`src/rtl/types_pkg.sv`:
```
// ---------------------------------------------------------------------------
// types_pkg
// Shared types for the memory pipeline stage:
//   uword    - instruction word carried through the stage
//   size_e   - access size (BYTE / WORD)
//   memc2_t  - memory control bundle {mem2r, memwr, memrd, size, sgn}
//   mstate_t - stage FSM states (IDLE, REQ, WAIT, HOLD)
// ---------------------------------------------------------------------------
package types_pkg;

  typedef logic [31:0] uword;

  typedef enum logic {
    BYTE = 1'b0,
    WORD = 1'b1
  } size_e;

  typedef struct packed {
    logic  mem2r;  // write-back takes the load result instead of the ALU result
    logic  memwr;
    logic  memrd;
    size_e size;
    logic  sgn;    // sign-extend byte loads
  } memc2_t;

  typedef enum logic [1:0] {
    IDLE = 2'd0,
    REQ  = 2'd1,
    WAIT = 2'd2,
    HOLD = 2'd3
  } mstate_t;

endpackage

```
`src/rtl/mem_stage_pipe_if.sv`:
```
// ---------------------------------------------------------------------------
// mem_stage_pipe_if
// Memory request/response bus between the pipeline stage and the memory.
//   mreq_valid/mreq_ready  request handshake
//   mreq_we, mreq_addr, mreq_wdata, mreq_be  request payload
//   mrsp_valid, mrsp_rdata                   read response (reads only)
// Modports: master = stage side, slave = memory side.
// ---------------------------------------------------------------------------
interface mem_stage_pipe_if #(
  parameter int DATA_W = 16,
  parameter int ADDR_W = 16
);

  logic                  mreq_valid;
  logic                  mreq_ready;
  logic                  mreq_we;
  logic [ADDR_W-1:0]     mreq_addr;
  logic [DATA_W-1:0]     mreq_wdata;
  logic [DATA_W/8-1:0]   mreq_be;
  logic                  mrsp_valid;
  logic [DATA_W-1:0]     mrsp_rdata;

  modport master (
    output mreq_valid, mreq_we, mreq_addr, mreq_wdata, mreq_be,
    input  mreq_ready, mrsp_valid, mrsp_rdata
  );

  modport slave (
    input  mreq_valid, mreq_we, mreq_addr, mreq_wdata, mreq_be,
    output mreq_ready, mrsp_valid, mrsp_rdata
  );

endinterface

```
`src/rtl/mem_lane_align.sv`:
```
// ---------------------------------------------------------------------------
// mem_lane_align
// Purely combinational byte-lane steering for the memory stage.
//   lane      in   byte lane (low address bits)
//   size      in   BYTE / WORD
//   sgn       in   sign-extend byte loads
//   st_data   in   store data (register value)
//   ld_raw    in   raw read data from memory
//   st_wdata  out  lane-aligned store data (byte replicated to every lane)
//   st_be     out  byte enables (one-hot for BYTE, all ones for WORD)
//   ld_data   out  extended load result
// ---------------------------------------------------------------------------
module mem_lane_align
  import types_pkg::*;
#(
  parameter int DATA_W = 16,
  localparam int LANES  = DATA_W / 8,
  localparam int LANE_W = $clog2(LANES)
) (
  input  logic [LANE_W-1:0] lane,
  input  size_e             size,
  input  logic              sgn,
  input  logic [DATA_W-1:0] st_data,
  input  logic [DATA_W-1:0] ld_raw,
  output logic [DATA_W-1:0] st_wdata,
  output logic [LANES-1:0]  st_be,
  output logic [DATA_W-1:0] ld_data
);

  logic [7:0]       lane_byte [LANES];
  logic [LANES-1:0] lane_hit;
  logic [7:0]       sel_byte;

  for (genvar gi = 0; gi < LANES; gi++) begin : g_lane
    assign lane_byte[gi] = ld_raw[gi*8 +: 8];
    assign lane_hit[gi]  = (int'(lane) == gi);
  end

  always_comb begin
    sel_byte = lane_byte[lane];
    if (size == WORD) begin
      st_wdata = st_data;
      st_be    = '1;
      ld_data  = ld_raw;
    end else begin
      // Replicating the byte lets the memory pick it up from whichever lane is enabled.
      st_wdata = {LANES{st_data[7:0]}};
      st_be    = lane_hit;
      ld_data  = {{(DATA_W-8){sgn & sel_byte[7]}}, sel_byte};
    end
  end

endmodule

```
`src/rtl/mem_stage_pipe.sv`:
```
// ---------------------------------------------------------------------------
// mem_stage_pipe
// Memory stage of a pipeline: accepts one op, optionally performs a memory
// read or write, and presents the write-back result downstream.
//   clk, rst          clock, synchronous active-high reset
//   halt_sys          freeze all state and handshakes
//   in_valid/in_ready upstream handshake; instruction, alu, memc, r1_data, r0_en
//   mbus (master)     memory request/response bus (mreq_*, mrsp_*)
//   out_valid/out_ready downstream handshake; data, r1_data_out, out_memc,
//                     out_r0_en, instruction_out
//   misalign          misaligned WORD access flag (only with the macro below)
// Optional feature: MEM_STAGE_MISALIGN_TRAP_EN -- misaligned WORD accesses are
// not issued; the op goes straight to HOLD with misalign=1, data=alu and
// out_r0_en=0. Without the macro such accesses are issued unchanged.
// The mbus interface must be instantiated with the same DATA_W/ADDR_W.
// ---------------------------------------------------------------------------
module mem_stage_pipe
  import types_pkg::*;
#(
  parameter int DATA_W = 16,
  parameter int ADDR_W = 16,
  parameter int RES_W  = 32
) (
  input  logic              clk,
  input  logic              rst,
  input  logic              halt_sys,
  input  logic              in_valid,
  output logic              in_ready,
  input  uword              instruction,
  input  logic [RES_W-1:0]  alu,
  input  memc2_t            memc,
  input  logic [DATA_W-1:0] r1_data,
  input  logic              r0_en,
  mem_stage_pipe_if.master  mbus,
  output logic              out_valid,
  input  logic              out_ready,
  output logic [RES_W-1:0]  data,
  output logic [DATA_W-1:0] r1_data_out,
  output memc2_t            out_memc,
  output logic              out_r0_en,
  output uword              instruction_out
`ifdef MEM_STAGE_MISALIGN_TRAP_EN
  ,
  output logic              misalign
`endif
);

  localparam int LANES  = DATA_W / 8;
  localparam int LANE_W = $clog2(LANES);

  mstate_t state_reg, state_next;

  uword              instr_reg;
  logic [RES_W-1:0]  alu_reg;
  memc2_t            memc_reg;
  logic [DATA_W-1:0] r1_reg;
  logic              r0_en_reg;
  logic [DATA_W-1:0] rdata_reg;
  logic              mis_reg;
  // Handshakes that land while halted are remembered so the transfer is not
  // lost or repeated once the halt lifts.
  logic              req_acc_reg;
  logic              rsp_got_reg;

  logic              accept;
  logic              is_mem_in;
  logic              mis_in;
  logic [DATA_W-1:0] ld_data;
  logic [DATA_W-1:0] st_wdata;
  logic [LANES-1:0]  st_be;
  logic [DATA_W-1:0] sel;

  assign is_mem_in = memc.memrd | memc.memwr;

`ifdef MEM_STAGE_MISALIGN_TRAP_EN
  assign mis_in   = is_mem_in && (memc.size == WORD) && (alu[LANE_W-1:0] != '0);
  assign misalign = mis_reg;
`else
  assign mis_in   = 1'b0;
`endif

  // ---------------- FSM: state register ----------------
  always_ff @(posedge clk) begin
    if (rst) begin
      state_reg <= IDLE;
    end else begin
      state_reg <= state_next;
    end
  end

  // ---------------- FSM: next state / handshake ----------------
  always_comb begin
    state_next = state_reg;
    in_ready   = 1'b0;
    accept     = 1'b0;
    if (!halt_sys) begin
      case (state_reg)
        IDLE: begin
          in_ready = 1'b1;
          accept   = in_valid;
        end
        REQ: begin
          if (mbus.mreq_ready || req_acc_reg) begin
            state_next = memc_reg.memwr ? HOLD : WAIT;
          end
        end
        WAIT: begin
          if (mbus.mrsp_valid || rsp_got_reg) begin
            state_next = HOLD;
          end
        end
        HOLD: begin
          if (out_ready) begin
            in_ready   = 1'b1;
            accept     = in_valid;
            state_next = IDLE;
          end
        end
        default: state_next = IDLE;
      endcase
      if (accept) begin
        state_next = (mis_in || !is_mem_in) ? HOLD : REQ;
      end
    end
  end

  // ---------------- datapath registers ----------------
  always_ff @(posedge clk) begin
    if (rst) begin
      instr_reg   <= '0;
      alu_reg     <= '0;
      memc_reg    <= '0;
      r1_reg      <= '0;
      r0_en_reg   <= 1'b0;
      rdata_reg   <= '0;
      mis_reg     <= 1'b0;
      req_acc_reg <= 1'b0;
      rsp_got_reg <= 1'b0;
    end else begin
      if (accept) begin
        instr_reg <= instruction;
        alu_reg   <= alu;
        memc_reg  <= memc;
        r1_reg    <= r1_data;
        r0_en_reg <= r0_en & ~mis_in;
        mis_reg   <= mis_in;
      end
      // The response is taken even while halted; only the first one counts.
      if ((state_reg == WAIT) && mbus.mrsp_valid && !rsp_got_reg) begin
        rdata_reg <= mbus.mrsp_rdata;
      end
      if (halt_sys) begin
        if ((state_reg == REQ) && mbus.mreq_ready) begin
          req_acc_reg <= 1'b1;
        end
        if ((state_reg == WAIT) && mbus.mrsp_valid) begin
          rsp_got_reg <= 1'b1;
        end
      end else begin
        req_acc_reg <= 1'b0;
        rsp_got_reg <= 1'b0;
      end
    end
  end

  // ---------------- lane steering ----------------
  mem_lane_align #(
    .DATA_W (DATA_W)
  ) u_align (
    .lane     (alu_reg[LANE_W-1:0]),
    .size     (memc_reg.size),
    .sgn      (memc_reg.sgn),
    .st_data  (r1_reg),
    .ld_raw   (rdata_reg),
    .st_wdata (st_wdata),
    .st_be    (st_be),
    .ld_data  (ld_data)
  );

  // ---------------- outputs ----------------
  // All outputs come from registers held since capture, so they stay stable
  // through REQ back-pressure and HOLD stalls.
  assign mbus.mreq_valid = (state_reg == REQ);
  assign mbus.mreq_we    = memc_reg.memwr;
  assign mbus.mreq_addr  = alu_reg[ADDR_W-1:0];
  assign mbus.mreq_wdata = st_wdata;
  assign mbus.mreq_be    = st_be;

  assign out_valid       = (state_reg == HOLD);
  assign sel             = (memc_reg.mem2r && !mis_reg) ? ld_data : alu_reg[DATA_W-1:0];
  assign r1_data_out     = r1_reg;
  assign out_memc        = memc_reg;
  assign out_r0_en       = r0_en_reg;
  assign instruction_out = instr_reg;

  if (RES_W > DATA_W) begin : g_data_wide
    assign data = {alu_reg[RES_W-1:DATA_W], sel};
  end else begin : g_data_narrow
    assign data = sel;
  end

endmodule

```
`src/flat_wrapper.sv`:
```
// flat-port wrapper written by rule: the top's interface ports become plain ports
module mem_stage_pipe_flat import types_pkg::*;
#(
  parameter int DATA_W = 16,
  parameter int ADDR_W = 16,
  parameter int RES_W  = 32
)
  (clk, rst, halt_sys, in_valid, in_ready, instruction, alu, memc, r1_data, r0_en, out_valid, out_ready, data, r1_data_out, out_memc, out_r0_en, instruction_out, mbus_mreq_valid, mbus_mreq_we, mbus_mreq_addr, mbus_mreq_wdata, mbus_mreq_be, mbus_mreq_ready, mbus_mrsp_valid, mbus_mrsp_rdata);
  mem_stage_pipe_if #(.DATA_W(DATA_W), .ADDR_W(ADDR_W)) mbus_i ();
  input  logic clk;
  input  logic rst;
  input  logic halt_sys;
  input  logic in_valid;
  output logic in_ready;
  input  uword instruction;
  input  logic [RES_W-1:0] alu;
  input  memc2_t memc;
  input  logic [DATA_W-1:0] r1_data;
  input  logic r0_en;
  output logic out_valid;
  input  logic out_ready;
  output logic [RES_W-1:0] data;
  output logic [DATA_W-1:0] r1_data_out;
  output memc2_t out_memc;
  output logic out_r0_en;
  output uword instruction_out;
  output wire logic [$bits(mbus_i.mreq_valid)-1:0] mbus_mreq_valid;
  output wire logic [$bits(mbus_i.mreq_we)-1:0] mbus_mreq_we;
  output wire logic [$bits(mbus_i.mreq_addr)-1:0] mbus_mreq_addr;
  output wire logic [$bits(mbus_i.mreq_wdata)-1:0] mbus_mreq_wdata;
  output wire logic [$bits(mbus_i.mreq_be)-1:0] mbus_mreq_be;
  input wire logic [$bits(mbus_i.mreq_ready)-1:0] mbus_mreq_ready;
  input wire logic [$bits(mbus_i.mrsp_valid)-1:0] mbus_mrsp_valid;
  input wire logic [$bits(mbus_i.mrsp_rdata)-1:0] mbus_mrsp_rdata;
  assign mbus_mreq_valid = mbus_i.mreq_valid;
  assign mbus_mreq_we = mbus_i.mreq_we;
  assign mbus_mreq_addr = mbus_i.mreq_addr;
  assign mbus_mreq_wdata = mbus_i.mreq_wdata;
  assign mbus_mreq_be = mbus_i.mreq_be;
  assign mbus_i.mreq_ready = mbus_mreq_ready;
  assign mbus_i.mrsp_valid = mbus_mrsp_valid;
  assign mbus_i.mrsp_rdata = mbus_mrsp_rdata;
  mem_stage_pipe #(.DATA_W(DATA_W), .ADDR_W(ADDR_W), .RES_W(RES_W)) u_core (.clk(clk), .rst(rst), .halt_sys(halt_sys), .in_valid(in_valid), .in_ready(in_ready), .instruction(instruction), .alu(alu), .memc(memc), .r1_data(r1_data), .r0_en(r0_en), .mbus(mbus_i), .out_valid(out_valid), .out_ready(out_ready), .data(data), .r1_data_out(r1_data_out), .out_memc(out_memc), .out_r0_en(out_r0_en), .instruction_out(instruction_out));
endmodule
```
`config.mk`:
```
export PLATFORM = sky130hd
export DESIGN_NAME = mem_stage_pipe_flat
export DESIGN_NICKNAME = d
export VERILOG_FILES = /design/src/rtl/types_pkg.sv /design/src/rtl/mem_stage_pipe_if.sv /design/src/rtl/mem_lane_align.sv /design/src/rtl/mem_stage_pipe.sv /design/src/flat_wrapper.sv
export SDC_FILE = /design/constraint.sdc
export NUM_CORES = 1
export LEC_CHECK = 0
export ABC_AREA = 1
export CAP_MARGIN = 20
export CORE_MARGIN = 3
export CORE_UTILIZATION = 40
export DETAILED_ROUTE_END_ITERATION = 6
export PLACE_DENSITY = 0.81
export SYNTH_ARGS = -nofsm -noshare
export SYNTH_HDL_FRONTEND = slang
export SYNTH_SLANG_ARGS = --single-unit
```
`constraint.sdc`:
```
create_clock -name clk -period 2.05 [get_ports clk]
set_input_delay 0.3075 -clock clk [delete_from_list [all_inputs] [get_ports clk]]
set_output_delay 0.3075 -clock clk [all_outputs]
set_load 0.05 [all_outputs]
```
==> impl_metrics.toml <==
[run_status]
status = "finished clean"

[layout]
utilization_pct = 69.0
nNetsFinal = 903
area_growth_pct = 63.5
design_area_um2 = 7280
final_cell_mix = "clkdlybuf4s50_1 (199), dfxtp_1 (101), a21oi_1 (97), nand2_1 (82), nand3_1 (63)"
antennaDiodeCount = 0
final_common_cell = "clkdlybuf4s50_1"
drive_above_1_share_pct = 12.3
stdcell_count = 930

[sta]
final-hold-violation-count = 0
worst_slew_pin_slew_ns = 0.626
slew_violations = 0
timing.final.crit_share_pct = 95.8
tns_ns = 0
fin_skew_ns = 0.0145
fin_crit_ns = 1.96
fin_ws_ns = 0.0859
relSlewSlack_pct = 58.3
setup_viol = 0
max_freq_mhz = 509
grt_setup_unrepaired = "no"

[clock_tree]
path_clk_slew_ns = 0.11
cts_max_path_buffers = 2
cts_tree = "yes"
ctsHoldBuffers = 0
root_buffer = "clkbuf_8"
cts.sinks = 106
htree_num_levels = 3
clk-insertion-delay-late_ns = 0.37
numCtsBuffers = 9

[worst_setup_path]
startpoint_type = "flop"
slowest_stage = "clkdlybuf4s50_1"
cp_top_family = "buffers and inverters"
path_class = "flop to primary output"
rr_worst_depth = 9
worst_r2r_endpoint = "u_core.instruction_out[24]"
cp_cell_sequence = "clkdlybuf4s50_1"
critPathBufInv = 1
max_stage_delay_ns = 0.85
endpoint_kind = "primary output"
timing.rr.start = "u_core.state_reg[0]"
r2r_setup_slack_ns = 0.26
cp.required_ns = 1.74
worstPathArrival_ns = 1.66
critPathMaxFanout = 3

[grt]
antenna_found_initial = 1
globalRouteOverflowTotal = 0
grt_pass1_vias = 4742
grt_max_degree = 61
grt_pass1_wl_mm = 24.4
groute.usage.overall_pct = 24.2

[yosys]
synth-edff-count = 0
synth_async_sr_flop_share_pct = 0
syn_area_per_cell_um2 = 7.67
synthCells = 581
syn_area_um2 = 4450
synth_ff_type = "dfxtp_1"
yosys_warnings = 0
synth.distinct_cells = 26
seq_area_frac_synth_pct = 47.6
syn_nets = 695
ys_seq_elements = 106

[placed_design]
gp_congestion = 0.898
port_buffers = 232
placedCellCount = 909
post-place-ws_ns = 0.162
dp_hpwl_mm = 11.5
dpl_cell_area_um2 = 7020

[floorplanning]
rows = 37
chipHeight_um = 112
core_area_um2 = 10600
initial_core_util_pct = 42.2
pin_count = 233
fp.dieW_um = 112
dieArea_um2 = 12400

[route]
routedWlPerCell_um = 16.5
ant_nets = 0
drtIter0Drc = 365
wl_mm = 15.4
drc_errors = 0
vias = 4810
via_per_inst = 5.17
dr.pass1.iters = 5

[hold_path]
hp-class = "input pin to flop"
holdPathEnd = "u_core.r1_data_out[14]"
hold_start = "in_valid"
min_path_cells = 3

[pwr]
p_per_area_nw_per_um2 = 1350
power.leakage_nw = 2.72
max-vdd-ir-drop_uv = 800

[flow_run]
maxCapViolations = 0
-- per-layer routing --
metal	wire length, um	global-route usage (%)	vias to the layer above	share of wire [%]
met5	20	0	-	0.13
met1	5910	27.4	2215	38
met3	1530	8.91	26	9.9
li1	-	-	2340	-
met2	7610	42.2	227	49
met4	318	8.03	2	2.1
-- where the power goes --
part           switching [W]  internal (W)  leakage (nW)  total (W)
logic                0.00366       0.00216          1.77    0.00583
clock network       0.000749      0.000452        0.0900    0.00120
registers           0.000288       0.00248         0.866    0.00276
-- kinds of logic (layout without fill, tap and decap cells) --
logic type                 count (synthesis)  count (layout)  synth area share [%]
AOI/OAI and AO/OA                        177             177                  20.7
buffers and inverters                     96             309                  10.8
and+or+nand+nor                          197             197                  19.4
DFF                                      106             106                  47.6
adders and majority gates                  5               5                  1.40
-- cell usage after synthesis, types with 2 or more instances --
cell type | n | area [um^2]
buf_4 | 12 | 90.1
clkinv_1 | 2 | 7.51
nor2_1 | 41 | 154
inv_2 | 3 | 11.3
a21oi_1 | 97 | 485
o22ai_1 | 6 | 37.5
inv_1 | 36 | 135
ha_1 | 5 | 62.6
nand3_1 | 63 | 315
o21ai_0 | 62 | 310
buf_6 | 8 | 90.1
nand2_1 | 85 | 319
a22oi_1 | 8 | 60.1
clkbuf_1 | 21 | 78.8
a21oi_2 | 2 | 17.5
buf_2 | 12 | 60.1
buf_1 | 2 | 7.51
nand3b_1 | 2 | 15.0
nand2_2 | 2 | 12.5
dfxtp_1 | 106 | 2120
-- per-stage QoR --
stage                     total power, W  hold WS (ns)
after global placement           0.00839         0.443
after floorplan                  0.00645         0.430
after global routing              0.0103         0.354
after CTS                        0.00979         0.315
after detailed placement         0.00850         0.452
final                            0.00979         0.345
-- final cells by class --
cell class / count / area (um^2)
Sequential cell: 106 / 2140
Inverter: 41 / 156
Fill cell: 829 / 3270
Timing Repair Buffer: 252 / 2720
Clock inverter: 7 / 52.6
Tap cell: 136 / 170
Clock buffer: 9 / 124
Multi-Input combinational cell: 379 / 1920
-- worst max-delay path by stage --
stage	start	endpoint	slack, ns	depth (start not counted)
after floorplan	u_core.out_memc[4]	data[4]	-0.002	3
after global placement	out_ready	u_core.alu_reg[0]	0.20	7
after detailed placement	out_ready	u_core.out_r0_en	0.16	8
after CTS	u_core.alu_reg[0]	data[14]	0.0003	7
after global routing	u_core.alu_reg[0]	data[9]	0.006	7
final	u_core.out_memc[0]	out_memc[0]	0.09	1
-- what timing repair did --
item,in CTS,in global routing
setup endpoints to repair,17,10
resized for setup,13,9
pin swaps,2,4
setup buffers,1,4
No activity file was read; power rests on OpenSTA's default activity.
